`src/rtl/pnr_adc_fifo_reader_if.sv`:
```
// pnr_adc_fifo_reader_if: FIFO read port and sys-bus signals of the ADC FIFO reader
interface pnr_adc_fifo_reader_if #(
    parameter int AW = 20
);
    logic [13:0]   fifo_dout;
    logic          fifo_empty;
    logic          fifo_rd_en;
    logic [AW-1:0] sys_addr;
    logic [31:0]   sys_wdata;
    logic          sys_wen;
    logic          sys_ren;
    logic [31:0]   sys_rdata;
    logic          sys_ack;
    logic          sys_err;
    modport master (
        output fifo_dout, fifo_empty, sys_addr, sys_wdata, sys_wen, sys_ren,
        input  fifo_rd_en, sys_rdata, sys_ack, sys_err
    );
    modport slave (
        input  fifo_dout, fifo_empty, sys_addr, sys_wdata, sys_wen, sys_ren,
        output fifo_rd_en, sys_rdata, sys_ack, sys_err
    );
endinterface

```
`src/rtl/pnr_adc_fifo_reader.sv`:
```
// pnr_adc_fifo_reader: pops ADC samples through a one-word hold register and serves them on the sys bus
module pnr_adc_fifo_reader #(
    parameter int AW    = 20,
    parameter int CNT_W = 16
) (
    input logic                  ADC_CLK,
    input logic                  rst_i,
    pnr_adc_fifo_reader_if.slave bus_io
);
    typedef enum logic [1:0] {S_IDLE, S_WAIT, S_FULL, S_FLUSH} state_t;
    state_t           state_q, state_d;
    logic             hold_vld_q, hold_vld_d, pop_prev_q, ack_q, err_q;
    logic [13:0]      hold_data_q, hold_data_d;
    logic [CNT_W-1:0] pop_cnt_q, pop_cnt_d, und_cnt_q, und_cnt_d;
    logic [31:0]      rdata_q, rdata_d;
    logic             rd_en, wr, rd, strobe, addr_ok, flushing, data_rd, pop, underrun;
    logic             ctrl_wr, flush_wr, clr_wr;
    logic [1:0]       idx;

    // a simultaneous read and write is treated as a write only
    assign wr       = bus_io.sys_wen;
    assign rd       = bus_io.sys_ren && !bus_io.sys_wen;
    assign strobe   = bus_io.sys_wen || bus_io.sys_ren;
    assign addr_ok  = bus_io.sys_addr[AW-1:4] == '0 && bus_io.sys_addr[1:0] == 2'b00;
    assign idx      = bus_io.sys_addr[3:2];
    assign flushing = state_q == S_FLUSH;
    assign data_rd  = rd && addr_ok && idx == 2'd0;
    assign pop      = data_rd && hold_vld_q;
    assign underrun = data_rd && !hold_vld_q && !flushing;
    assign ctrl_wr  = wr && addr_ok && idx == 2'd3;
    assign flush_wr = ctrl_wr && bus_io.sys_wdata[0] && !flushing;
    assign clr_wr   = ctrl_wr && bus_io.sys_wdata[1];

    always_comb begin
        state_d = state_q;
        rd_en   = 1'b0;
        case (state_q)
            S_IDLE: begin
                rd_en   = !hold_vld_q && !bus_io.fifo_empty;
                state_d = rd_en ? S_WAIT : S_IDLE;
            end
            S_WAIT:  state_d = S_FULL;
            S_FULL:  state_d = pop ? S_IDLE : S_FULL;
            default: begin
                // the last popped word lands one cycle later, so stay until that slot has passed
                rd_en   = !bus_io.fifo_empty;
                state_d = bus_io.fifo_empty && !pop_prev_q ? S_IDLE : S_FLUSH;
            end
        endcase
        if (flush_wr) state_d = S_FLUSH;
    end

    always_comb begin
        hold_data_d = state_q == S_WAIT ? bus_io.fifo_dout : hold_data_q;
        hold_vld_d  = (state_q == S_WAIT || (hold_vld_q && !pop)) && !flush_wr && !flushing;
        pop_cnt_d   = clr_wr ? '0 : (pop && !(&pop_cnt_q)) ? pop_cnt_q + CNT_W'(1) : pop_cnt_q;
        und_cnt_d   = clr_wr ? '0 : (underrun && !(&und_cnt_q)) ? und_cnt_q + CNT_W'(1) : und_cnt_q;
        rdata_d     = !(rd && addr_ok) ? '0
                    : idx == 2'd0 ? (hold_vld_q ? {1'b1, 15'b0, {2{hold_data_q[13]}}, hold_data_q} : '0)
                    : idx == 2'd1 ? {16'(und_cnt_q), 13'b0, flushing, bus_io.fifo_empty, hold_vld_q}
                    : idx == 2'd2 ? 32'(pop_cnt_q) : '0;
    end

    always_ff @(posedge ADC_CLK or posedge rst_i) begin
        if (rst_i) begin
            state_q     <= S_IDLE;
            hold_vld_q  <= 1'b0;
            hold_data_q <= '0;
            pop_cnt_q   <= '0;
            und_cnt_q   <= '0;
            pop_prev_q  <= 1'b0;
            ack_q       <= 1'b0;
            err_q       <= 1'b0;
            rdata_q     <= '0;
        end else begin
            state_q     <= state_d;
            hold_vld_q  <= hold_vld_d;
            hold_data_q <= hold_data_d;
            pop_cnt_q   <= pop_cnt_d;
            und_cnt_q   <= und_cnt_d;
            pop_prev_q  <= rd_en;
            ack_q       <= strobe;
            err_q       <= strobe && !addr_ok;
            rdata_q     <= rdata_d;
        end
    end

    // gated so the pop strobe drops the moment reset asserts, not at the next edge
    assign bus_io.fifo_rd_en = rd_en && !rst_i;
    assign bus_io.sys_ack    = ack_q;
    assign bus_io.sys_err    = err_q;
    assign bus_io.sys_rdata  = rdata_q;
endmodule

```
`src/flat_wrapper.sv`:
```
// flat-port wrapper written by rule: the top's interface ports become plain ports
module pnr_adc_fifo_reader_flat 
#(
    parameter int AW    = 20,
    parameter int CNT_W = 16
)
  (ADC_CLK, rst_i, bus_io_fifo_dout, bus_io_fifo_empty, bus_io_sys_addr, bus_io_sys_wdata, bus_io_sys_wen, bus_io_sys_ren, bus_io_fifo_rd_en, bus_io_sys_rdata, bus_io_sys_ack, bus_io_sys_err);
  pnr_adc_fifo_reader_if #(.AW(AW)) bus_io_i ();
  input logic ADC_CLK;
  input logic rst_i;
  input wire logic [$bits(bus_io_i.fifo_dout)-1:0] bus_io_fifo_dout;
  input wire logic [$bits(bus_io_i.fifo_empty)-1:0] bus_io_fifo_empty;
  input wire logic [$bits(bus_io_i.sys_addr)-1:0] bus_io_sys_addr;
  input wire logic [$bits(bus_io_i.sys_wdata)-1:0] bus_io_sys_wdata;
  input wire logic [$bits(bus_io_i.sys_wen)-1:0] bus_io_sys_wen;
  input wire logic [$bits(bus_io_i.sys_ren)-1:0] bus_io_sys_ren;
  output wire logic [$bits(bus_io_i.fifo_rd_en)-1:0] bus_io_fifo_rd_en;
  output wire logic [$bits(bus_io_i.sys_rdata)-1:0] bus_io_sys_rdata;
  output wire logic [$bits(bus_io_i.sys_ack)-1:0] bus_io_sys_ack;
  output wire logic [$bits(bus_io_i.sys_err)-1:0] bus_io_sys_err;
  assign bus_io_i.fifo_dout = bus_io_fifo_dout;
  assign bus_io_i.fifo_empty = bus_io_fifo_empty;
  assign bus_io_i.sys_addr = bus_io_sys_addr;
  assign bus_io_i.sys_wdata = bus_io_sys_wdata;
  assign bus_io_i.sys_wen = bus_io_sys_wen;
  assign bus_io_i.sys_ren = bus_io_sys_ren;
  assign bus_io_fifo_rd_en = bus_io_i.fifo_rd_en;
  assign bus_io_sys_rdata = bus_io_i.sys_rdata;
  assign bus_io_sys_ack = bus_io_i.sys_ack;
  assign bus_io_sys_err = bus_io_i.sys_err;
  pnr_adc_fifo_reader #(.AW(AW), .CNT_W(CNT_W)) u_core (.ADC_CLK(ADC_CLK), .rst_i(rst_i), .bus_io(bus_io_i));
endmodule
```
`config.mk`:
```
export PLATFORM = sky130hd
export DESIGN_NAME = pnr_adc_fifo_reader_flat
export DESIGN_NICKNAME = d
export VERILOG_FILES = /design/src/rtl/pnr_adc_fifo_reader_if.sv /design/src/rtl/pnr_adc_fifo_reader.sv /design/src/flat_wrapper.sv
export SDC_FILE = /design/constraint.sdc
export NUM_CORES = 1
export LEC_CHECK = 0
export ABC_AREA = 0
export BUFFER_PORTS_ARGS = -buffer_cell sky130_fd_sc_hd__buf_4
export CAP_MARGIN = 20
export CORE_MARGIN = 3
export CORE_UTILIZATION = 24
export DETAILED_ROUTE_END_ITERATION = 7
export PLACE_DENSITY_LB_ADDON = 0.1
export SLEW_MARGIN = 5
export SYNTH_ARGS = -nofsm -noshare
export SYNTH_HDL_FRONTEND = slang
export SYNTH_SLANG_ARGS = --single-unit
```
`constraint.sdc`:
```
create_clock -name ADC_CLK -period 3.37 [get_ports ADC_CLK]
set_input_delay 0.337 -clock ADC_CLK [delete_from_list [all_inputs] [get_ports ADC_CLK]]
set_output_delay 0.337 -clock ADC_CLK [all_outputs]
set_load 0.02 [all_outputs]
```
* After elaboration in Yosys (flattened, before gate mapping)
Cells that the tools add are included.
** Word-level totals
- Bits in registers :: 84
- Input port bits :: 71
- Output and inout bits :: 35
- Logic and storage cells :: 75
** Cells by class
- Add/sub/neg operators :: 2
- Equal/unequal tests :: 6
- Mux-type cells :: 15
- Reduce and logical (&&, ||, !) cells :: 43
** Operators with widths (number)
- 32-bit two-way mux :: 4
- 16-bit two-way mux :: 5
- 16-bit by 1-bit adder with 16-bit output, second input constant :: 2
- 16-bit AND reduction :: 2
- 1-bit logical AND :: 21
- 16-bit zero test :: 1
- 1-bit zero test :: 11
- 2-bit equality test, second input constant :: 4
- 2-bit zero test :: 3
- 2-bit two-way mux :: 3
- 2-bit one-hot mux with 3 select lines :: 1
- 2-bit by 1-bit equality test with 1-bit output, second input constant :: 2
- 2-bit nonzero test :: 2
- 1-bit logical OR :: 2
- 1-bit one-hot mux with 2 select lines :: 1
- 2-bit OR reduction :: 1
- 1-bit two-way mux :: 1

* Depth between registers and ports, before layout
Gate-level depths: netlist of the first run.
- Depth after elaboration :: 10
- Gate-level depth with buffers :: 8
- Mapped depth without buffers :: 6

* Worst setup path before layout of the first run
No wires, ideal clock.
- Path kind :: input to register
- Start point :: in bus_io_sys_addr[2]
- End point :: reg u_core.und_cnt_q[9]
- Library setup time :: 0.078 ns
- Arrival :: 2.024 ns
- Data required time :: 3.292 ns
- Slack :: 1.268 ns
- Stages :: 7
- Path buffers :: 2
- Path through :: buf_2 -> or4b_4 -> nor4_2 -> o311ai_1 -> buf_2 -> or4_1 -> a21oi_1
** On the way
- Longest elaborated chain between the ends :: 6
- Elaborated cells between the ends (all ways) :: 10
- Classes of those cells :: eq/ne: 1; mux: 1; reduce/logical: 8
** RTL lines
- start: declaration :: RTL line flat_wrapper.sv:13 : input wire logic [$bits(bus_io_i.sys_addr)-1:0] bus_io_sys_addr;
- 2-bit zero test :: RTL line pnr_adc_fifo_reader.sv:27 : assign data_rd = rd && addr_ok && idx == 2'd0;
- 1-bit logical AND :: RTL line pnr_adc_fifo_reader.sv:27
- 1-bit logical AND (2 in series) :: RTL line pnr_adc_fifo_reader.sv:29 : assign underrun = data_rd && !hold_vld_q && !flushing;
- 1-bit logical AND :: RTL line pnr_adc_fifo_reader.sv:57 : und_cnt_d = clr_wr ? '0 : (underrun && !(&und_cnt_q)) ? und_cnt_q + CNT_W'(1) : und_cnt_q;
- 2-bit nonzero test (no line)
- end signal: assignment :: RTL line pnr_adc_fifo_reader.sv:80 : und_cnt_q <= und_cnt_d;
- end: declaration :: RTL line pnr_adc_fifo_reader.sv:14 : logic [CNT_W-1:0] pop_cnt_q, pop_cnt_d, und_cnt_q, und_cnt_d;
Parallel ways exist; a longest one is shown, timed or not.
A chain may end at the register's enable or synchronous reset.

* Worst setup path after layout of the first run
- Start point :: reg u_core.und_cnt_q[0]
- End point :: reg u_core.und_cnt_q[3]
** On the way
- Longest elaborated chain between the ends :: 4
- Elaborated cells between the ends (all ways) :: 7
- Classes of those cells :: add/sub: 1; mux: 2; reduce/logical: 4
** RTL lines
- branches (longest 4 deep; another with 16-bit by 1-bit adder with 16-bit output)
Several ways; the timed one is not identified. The select of a mux whose other input is x is not followed.

==> results.ini, run 1 <==
[clock_network]
clock-root-buffer=clkbuf_16
ctsHtreeMaxLevel=3
clock_latency_ns=0.35
cts.sinks=84
cts_tree=done
clk_path_buf_depth=2
hold_buffers=0
cts_resized=0
numCtsBuffers=9
path_clk_slew_ns=0.07
postCtsSetupRepairBufs=0

[global_route]
globalRouteOverflowTotal=0
grt_first_pass_wirelength_um=16500
grtUsageTotal_pct=12.0
grt_pass1_vias=3042
antenna_found_initial=0
grt_max_degree=37

[floorplan]
die_h_um=132
die_x_um=132
coreArea_sq_um=15400
io_pins=106
num_rows=45
die_area_sq_um=17500
start_util_pct=24.8

[yosys]
syn_area_sq_um=3820
yosysUniqueCellTypes=47
synthArstFlopShare_pct=100
synth_warnings=0
synth-edff-count=0
synth-seq-area-share_pct=55.0
synth_fp_nets=428
ys_seq_elements=84
synth_ff_type=dfrtp_1
postSynthCellCount=355
syn_avg_cell_area_sq_um=10.8

[pwr]
p_int_mw=1.86
share_comb_of_total_power_pct=7.1
netSwitchingPower_uw=542
powerDensity_nw_per_um2=477
pwr-share-seq_pct=44.5
clkPwrFrac_pct=48.3
swShare_pct=22.6
irDropWorstVdd_uv=240
fin_total_pwr_mw=2.40
leakagePower_nw=2.31

[placement]
gp_congestion=0.741
dp.cells=637
io_buffers=75
placed_cell_area_sq_um=4680
hpwl_um=7100

[setup_path]
startpoint=u_core.und_cnt_q[0]
critPathKind=reg -> reg
worstPathRequired_ns=3.60
critPathCaptureType=flop
timing.rr.start=u_core.und_cnt_q[0]
critical_path.max_fanout=12
cp_data_arrival_time_ns=2.78
start_kind=flop

[min_path]
hp-class=in -> async

[sta]
hold_viol_final=0
finalCritPeriodShare_pct=75.8
setup_tns_ns=0
finalCriticalPeriod_ns=2.55
max-slew-margin-rel_pct=49.2
fmax_mhz=392
finalSetupViolCount=0
rsz0062_at_grt=no
drv_slew=0
finalClockSkew_ns=0.00872
worst_pin_slew_ns=0.761

[route]
antenna_left=0
drc=0
via_per_inst=4.60
drtIter0Drc=124
vias=3003
wl_per_cell_um=15.3
routed_wl_um=10000
drtPass1Iterations=4

[run]
maxCapViolCount=0

[finish]
finalNonFillerCells=653
drive_above_1_share_pct=29.2
layout-area-overhead-vs-synth_pct=31.7
stdcell_area_sq_um=5030
antennaDiodeCount=0
fin_util_pct=32.7
finalNetCount=510

[outcome]
status=completed

[kinds of logic (layout without fill, tap and decap cells)]
family,after synthesis,after routing,share of synthesized area (%)
buffers and inverters,29,116,3.21
AOI/OAI and AO/OA,75,75,13.0
muxes,18,18,5.18
adders and majority gates,2,2,0.655
DFF,84,84,55.0
and+or+nand+nor,145,145,22.5
xor gates and xnor gates,2,2,0.459
[power by group through the flow]
stage               combinational (mW)  clock, mW  sequential [mW]
floorplan                        0.104          0             1.08
global placement                 0.173          0             1.09
detailed placement               0.177          0             1.09
CTS                              0.176       1.21             1.07
global route                     0.193       1.25             1.07
finish                           0.171       1.16             1.07
[routing by layer]
layer / vias up / share of wire, % / global-route usage (%)
li1: 1479 / - / -
met1: 1450 / 51 / 16.9
met2: 68 / 42 / 16.8
met3: 6 / 6.2 / 4.58
met4: 0 / 1.2 / 3.91
met5: - / 0 / 0
[area by class of cell]
cell class                 count  area (sq um)
tap                          211           264
fill                        1576         10300
inverter                      14          53.8
clock buffer                   9           225
sequential                    84          2100
clock inverter                 7           124
multi-input combinational    242          1610
timing repair buffer          86           649
[placed cells by master (no fill, tap or decap), types with 3 or more instances in the layout]
cell	count
buf_4	85
dfrtp_1	84
a21oi_1	25
nor2_1	21
and2_1	18
nand2_1	17
nand3_1	14
mux2_2	14
inv_1	13
o21ai_0	13
a22o_1	13
nand4_1	12
or3_1	12
clkbuf_16	9
nor4_1	8
nor3_1	8
or4_1	7
and4_1	6
or2_2	5
and3_1	5
o31ai_1	5
a21o_1	4
mux2i_1	4
nor2b_1	3
a211o_1	3
bufinv_16	3
[synth_stat cells, types with 2 or more instances]
master | number | area (sq um)
mux2i_1 | 4 | 40.0
a22o_1 | 13 | 114
o21ai_0 | 13 | 65.1
nor4_2 | 2 | 25.0
or3_1 | 12 | 75.1
nand3_1 | 14 | 70.1
nand4_1 | 12 | 75.1
o31ai_1 | 5 | 37.5
a211o_1 | 3 | 26.3
mux2_2 | 14 | 158
ha_1 | 2 | 25.0
nor4_1 | 8 | 50.1
or2_2 | 5 | 31.3
clkbuf_1 | 9 | 33.8
and3_1 | 5 | 31.3
dfrtp_1 | 84 | 2100
or4_1 | 7 | 52.6
nor2_1 | 21 | 78.8
and4_1 | 6 | 52.6
inv_1 | 14 | 52.6
nand2_1 | 17 | 63.8
a21oi_1 | 25 | 125
a21o_1 | 4 | 30.0
and2_1 | 18 | 113
nand4b_1 | 2 | 17.5
nor2b_1 | 3 | 18.8
a22oi_1 | 2 | 15.0
buf_2 | 5 | 25.0
nor3_1 | 8 | 40.0
[flip-flops by register name (all words and copies together) (netlist names)]
name                     count
u_core.pop_prev_q            1
u_core.bus_io.sys_err        1
u_core.und_cnt_q            16
u_core.state_q               2
u_core.hold_data_q          14
u_core.hold_vld_q            1
u_core.pop_cnt_q            16
u_core.bus_io.sys_rdata     32
u_core.bus_io.sys_ack        1
[per-stage QoR]
stage | hold WS [ns] | setup WS, ns
detailed placement | 0.466 | 0.764
finish | 0.0545 | 0.817
global route | 0.102 | 0.552
global placement | 0.460 | 0.618
CTS | 0.0811 | 0.783
floorplan | 0.449 | 0.868
[critical path, stage by stage, from the launching register on]
cell and delay (ns):
dfrtp_1 0.42, ha_1 0.22, nand3_1 0.19, or2_2 0.39, o311ai_2 0.69, buf_6 0.23, nor2_1 0.05, a211o_1 0.25
[worst paths after layout]
check	slack, ns	depth (start not counted)	to
worst min register to register	0.50	1	u_core.bus_io.sys_rdata[6]
worst max register to register	0.82	7	u_core.und_cnt_q[3]
min in group ADC_CLK	0.21	2	u_core.state_q[1]
worst max-delay path	0.82	7	u_core.und_cnt_q[3]
worst min-delay path	0.05	2	u_core.hold_data_q[2]
max in group asynchronous	2.43	3	u_core.bus_io.sys_rdata[15]
(Power assumes the default switching activity.)
==> run 2, diff against run 1 <==
- clock period: 3.37 -> 2.6 ns (I/O delays scaled with it)
==> results.ini, run 2 (synthesis results as in run 1) <==
[sta]
hold_viol_final=0  ; unchanged
finalCriticalPeriod_ns=2.31  ; -0.242 ns
drv_slew=0  ; unchanged
fin_ws_ns=0.289  ; -0.528 ns
setup_tns_ns=0  ; unchanged
fmax_mhz=433  ; +10%
rsz0062_at_grt=no
max-slew-margin-rel_pct=52.4  ; +3.2 points
finalClockSkew_ns=0.00812  ; -0.000609 ns
finalCritPeriodShare_pct=88.9  ; +13 points
worst_pin_slew_ns=0.708  ; -0.0526 ns
finalSetupViolCount=0  ; unchanged

[pwr]
pwr-share-seq_pct=49.5  ; +5.0 points
irDropWorstVdd_uv=285  ; +19%
p_int_mw=2.13  ; +15%
swShare_pct=23.9  ; +1.3 points
fin_total_pwr_mw=2.80  ; +17%
powerDensity_nw_per_um2=558  ; +17%
leakagePower_nw=2.31  ; about the same
netSwitchingPower_uw=668  ; +23%
share_comb_of_total_power_pct=8.1  ; +1.0 points
clkPwrFrac_pct=42.5  ; -5.8 points

[min_path]
min_from=bus_io_fifo_dout[7]
hold_depth=2
hp-class=in -> reg
hold_end=u_core.hold_data_q[7]

[setup_path]
timing.rr.start=u_core.und_cnt_q[0]
r2r_slack_ns=0.29  ; -0.53 ns
critPathCaptureType=flop
critPathKind=reg -> reg
cp_slowest_cell=or3_1
worstPathRequired_ns=2.88  ; -0.72 ns
cp_data_arrival_time_ns=2.59  ; -0.19 ns
start_kind=flop
cp_cell_sequence=ha_1 -> nand3_1 -> or2_2 -> or3_1 -> a21oi_1 -> a32o_1
critical_path.max_fanout=7  ; -5
critPathTopFamily=simple AND/OR/NAND/NOR gates
rr_worst_depth=6  ; -1
critPathMaxStageDelay_ns=0.50  ; -0.19 ns
r2r_end=u_core.und_cnt_q[1]
critPathBufInv=0  ; -1

[floorplan]
num_rows=45  ; unchanged
die_h_um=132  ; unchanged
coreArea_sq_um=15400  ; unchanged
io_pins=106  ; unchanged
start_util_pct=24.8  ; unchanged
die_area_sq_um=17500  ; unchanged
die_x_um=132  ; unchanged

[placement]
pre_cts_ws_ns=0.232  ; -0.531 ns
placed_cell_area_sq_um=4730  ; +1.1%
gp_congestion=0.709  ; -4.3%
dp.cells=641  ; +0.63%
io_buffers=75  ; unchanged
hpwl_um=7100  ; about the same

[clock_network]
ctsHtreeMaxLevel=3  ; unchanged
path_clk_slew_ns=0.07  ; about the same
clk_path_buf_depth=2  ; unchanged
cts.sinks=84  ; unchanged
numCtsBuffers=9  ; unchanged
cts_tree=done
clock-root-buffer=clkbuf_16
clock_latency_ns=0.34  ; about the same
hold_buffers=1  ; +1
cts_resized=0  ; unchanged
postCtsSetupRepairBufs=0  ; unchanged

[global_route]
antenna_found_initial=0  ; unchanged
globalRouteOverflowTotal=0  ; unchanged
grtUsageTotal_pct=12.0  ; +0.028 points
grt_pass1_vias=3123  ; +2.7%
grt_max_degree=61  ; +65%
grt_first_pass_wirelength_um=16500  ; +0.42%

[finish]
largest_reg_flops=32  ; unchanged
finalNetCount=515  ; +0.98%
drive_above_1_share_pct=29.5  ; +0.34 points
mostFrequentLayoutCell=buf_4
layout_common_cells=buf_4 (88), dfrtp_1 (84), a21oi_1 (25)
antennaDiodeCount=0  ; unchanged
finalNonFillerCells=658  ; +0.77%
stdcell_area_sq_um=5010  ; -0.35%
layout-area-overhead-vs-synth_pct=31.2

[outcome]
status=completed

[route]
drtIter0Drc=110  ; -11%
drtPass1Iterations=4  ; unchanged
routed_wl_um=10100  ; +0.68%
drc=0  ; unchanged
antenna_left=0  ; unchanged
via_per_inst=4.58  ; -0.36%
wl_per_cell_um=15.3  ; about the same
vias=3015  ; +0.40%

[run]
maxCapViolCount=0  ; unchanged

run 2: layer usage:
metal  GRT usage, %  vias to the layer above  wire (um)
li1               -                     1481          -
met1           16.9                     1452       5220
met3           3.02                       16        481
met5              0                        -          0
met4           6.18                        0        256
met2           17.0                       66       4120
run 2: worst max-delay path by stage:
stage | startpoint | endpoint | slack [ns] | cells past startpoint
5_1_grt | u_core.und_cnt_q[0] | u_core.und_cnt_q[1] | 0.09 | 6
3_3_place_gp | bus_io_sys_addr[5] | u_core.und_cnt_q[10] | 0.25 | 7
6_report | u_core.und_cnt_q[0] | u_core.und_cnt_q[1] | 0.29 | 6
2_1_floorplan | rst_i | u_core.bus_io.sys_ack | 0.17 | 1
3_5_place_dp | bus_io_sys_addr[3] | u_core.pop_cnt_q[13] | 0.23 | 6
4_1_cts | u_core.und_cnt_q[0] | u_core.und_cnt_q[1] | 0.27 | 6
run 2: through the flow:
| step | hold WS (ns) | util [%] |
|---|---|---|
| CTS | 0.128 | 32.6 |
| finish | 0.144 | 32.6 |
| global route | 0.140 | 32.6 |
| floorplan | 0.372 | - |
| detailed placement | 0.316 | 30.8 |
| global placement | 0.312 | 30.8 |
run 2: layout make-up:
| type | instances | area [sq um] |
|---|---|---|
| clock buffers | 11 | 243 |
| clock inverters | 5 | 27.5 |
| fillers | 1595 | 10400 |
| inverters | 14 | 53.8 |
| multi-input cells | 242 | 1610 |
| flip-flops and latches | 84 | 2100 |
| well taps | 211 | 264 |
| repair buffers | 91 | 711 |
run 2: power by group through the flow:
stage               registers (mW)  clock network (mW)  logic, mW
detailed placement            1.41                   0      0.231
global route                  1.39                1.29      0.255
CTS                           1.38                1.24      0.233
floorplan                     1.40                   0      0.135
global placement              1.41                   0      0.229
finish                        1.38                1.19      0.226
run 2: worst register-to-register path, stage by stage (launching register included):
cell,delay [ns]
dfrtp_1,0.43
ha_1,0.22
nand3_1,0.19
or2_2,0.40
or3_1,0.50
a21oi_1,0.34
a32o_1,0.18
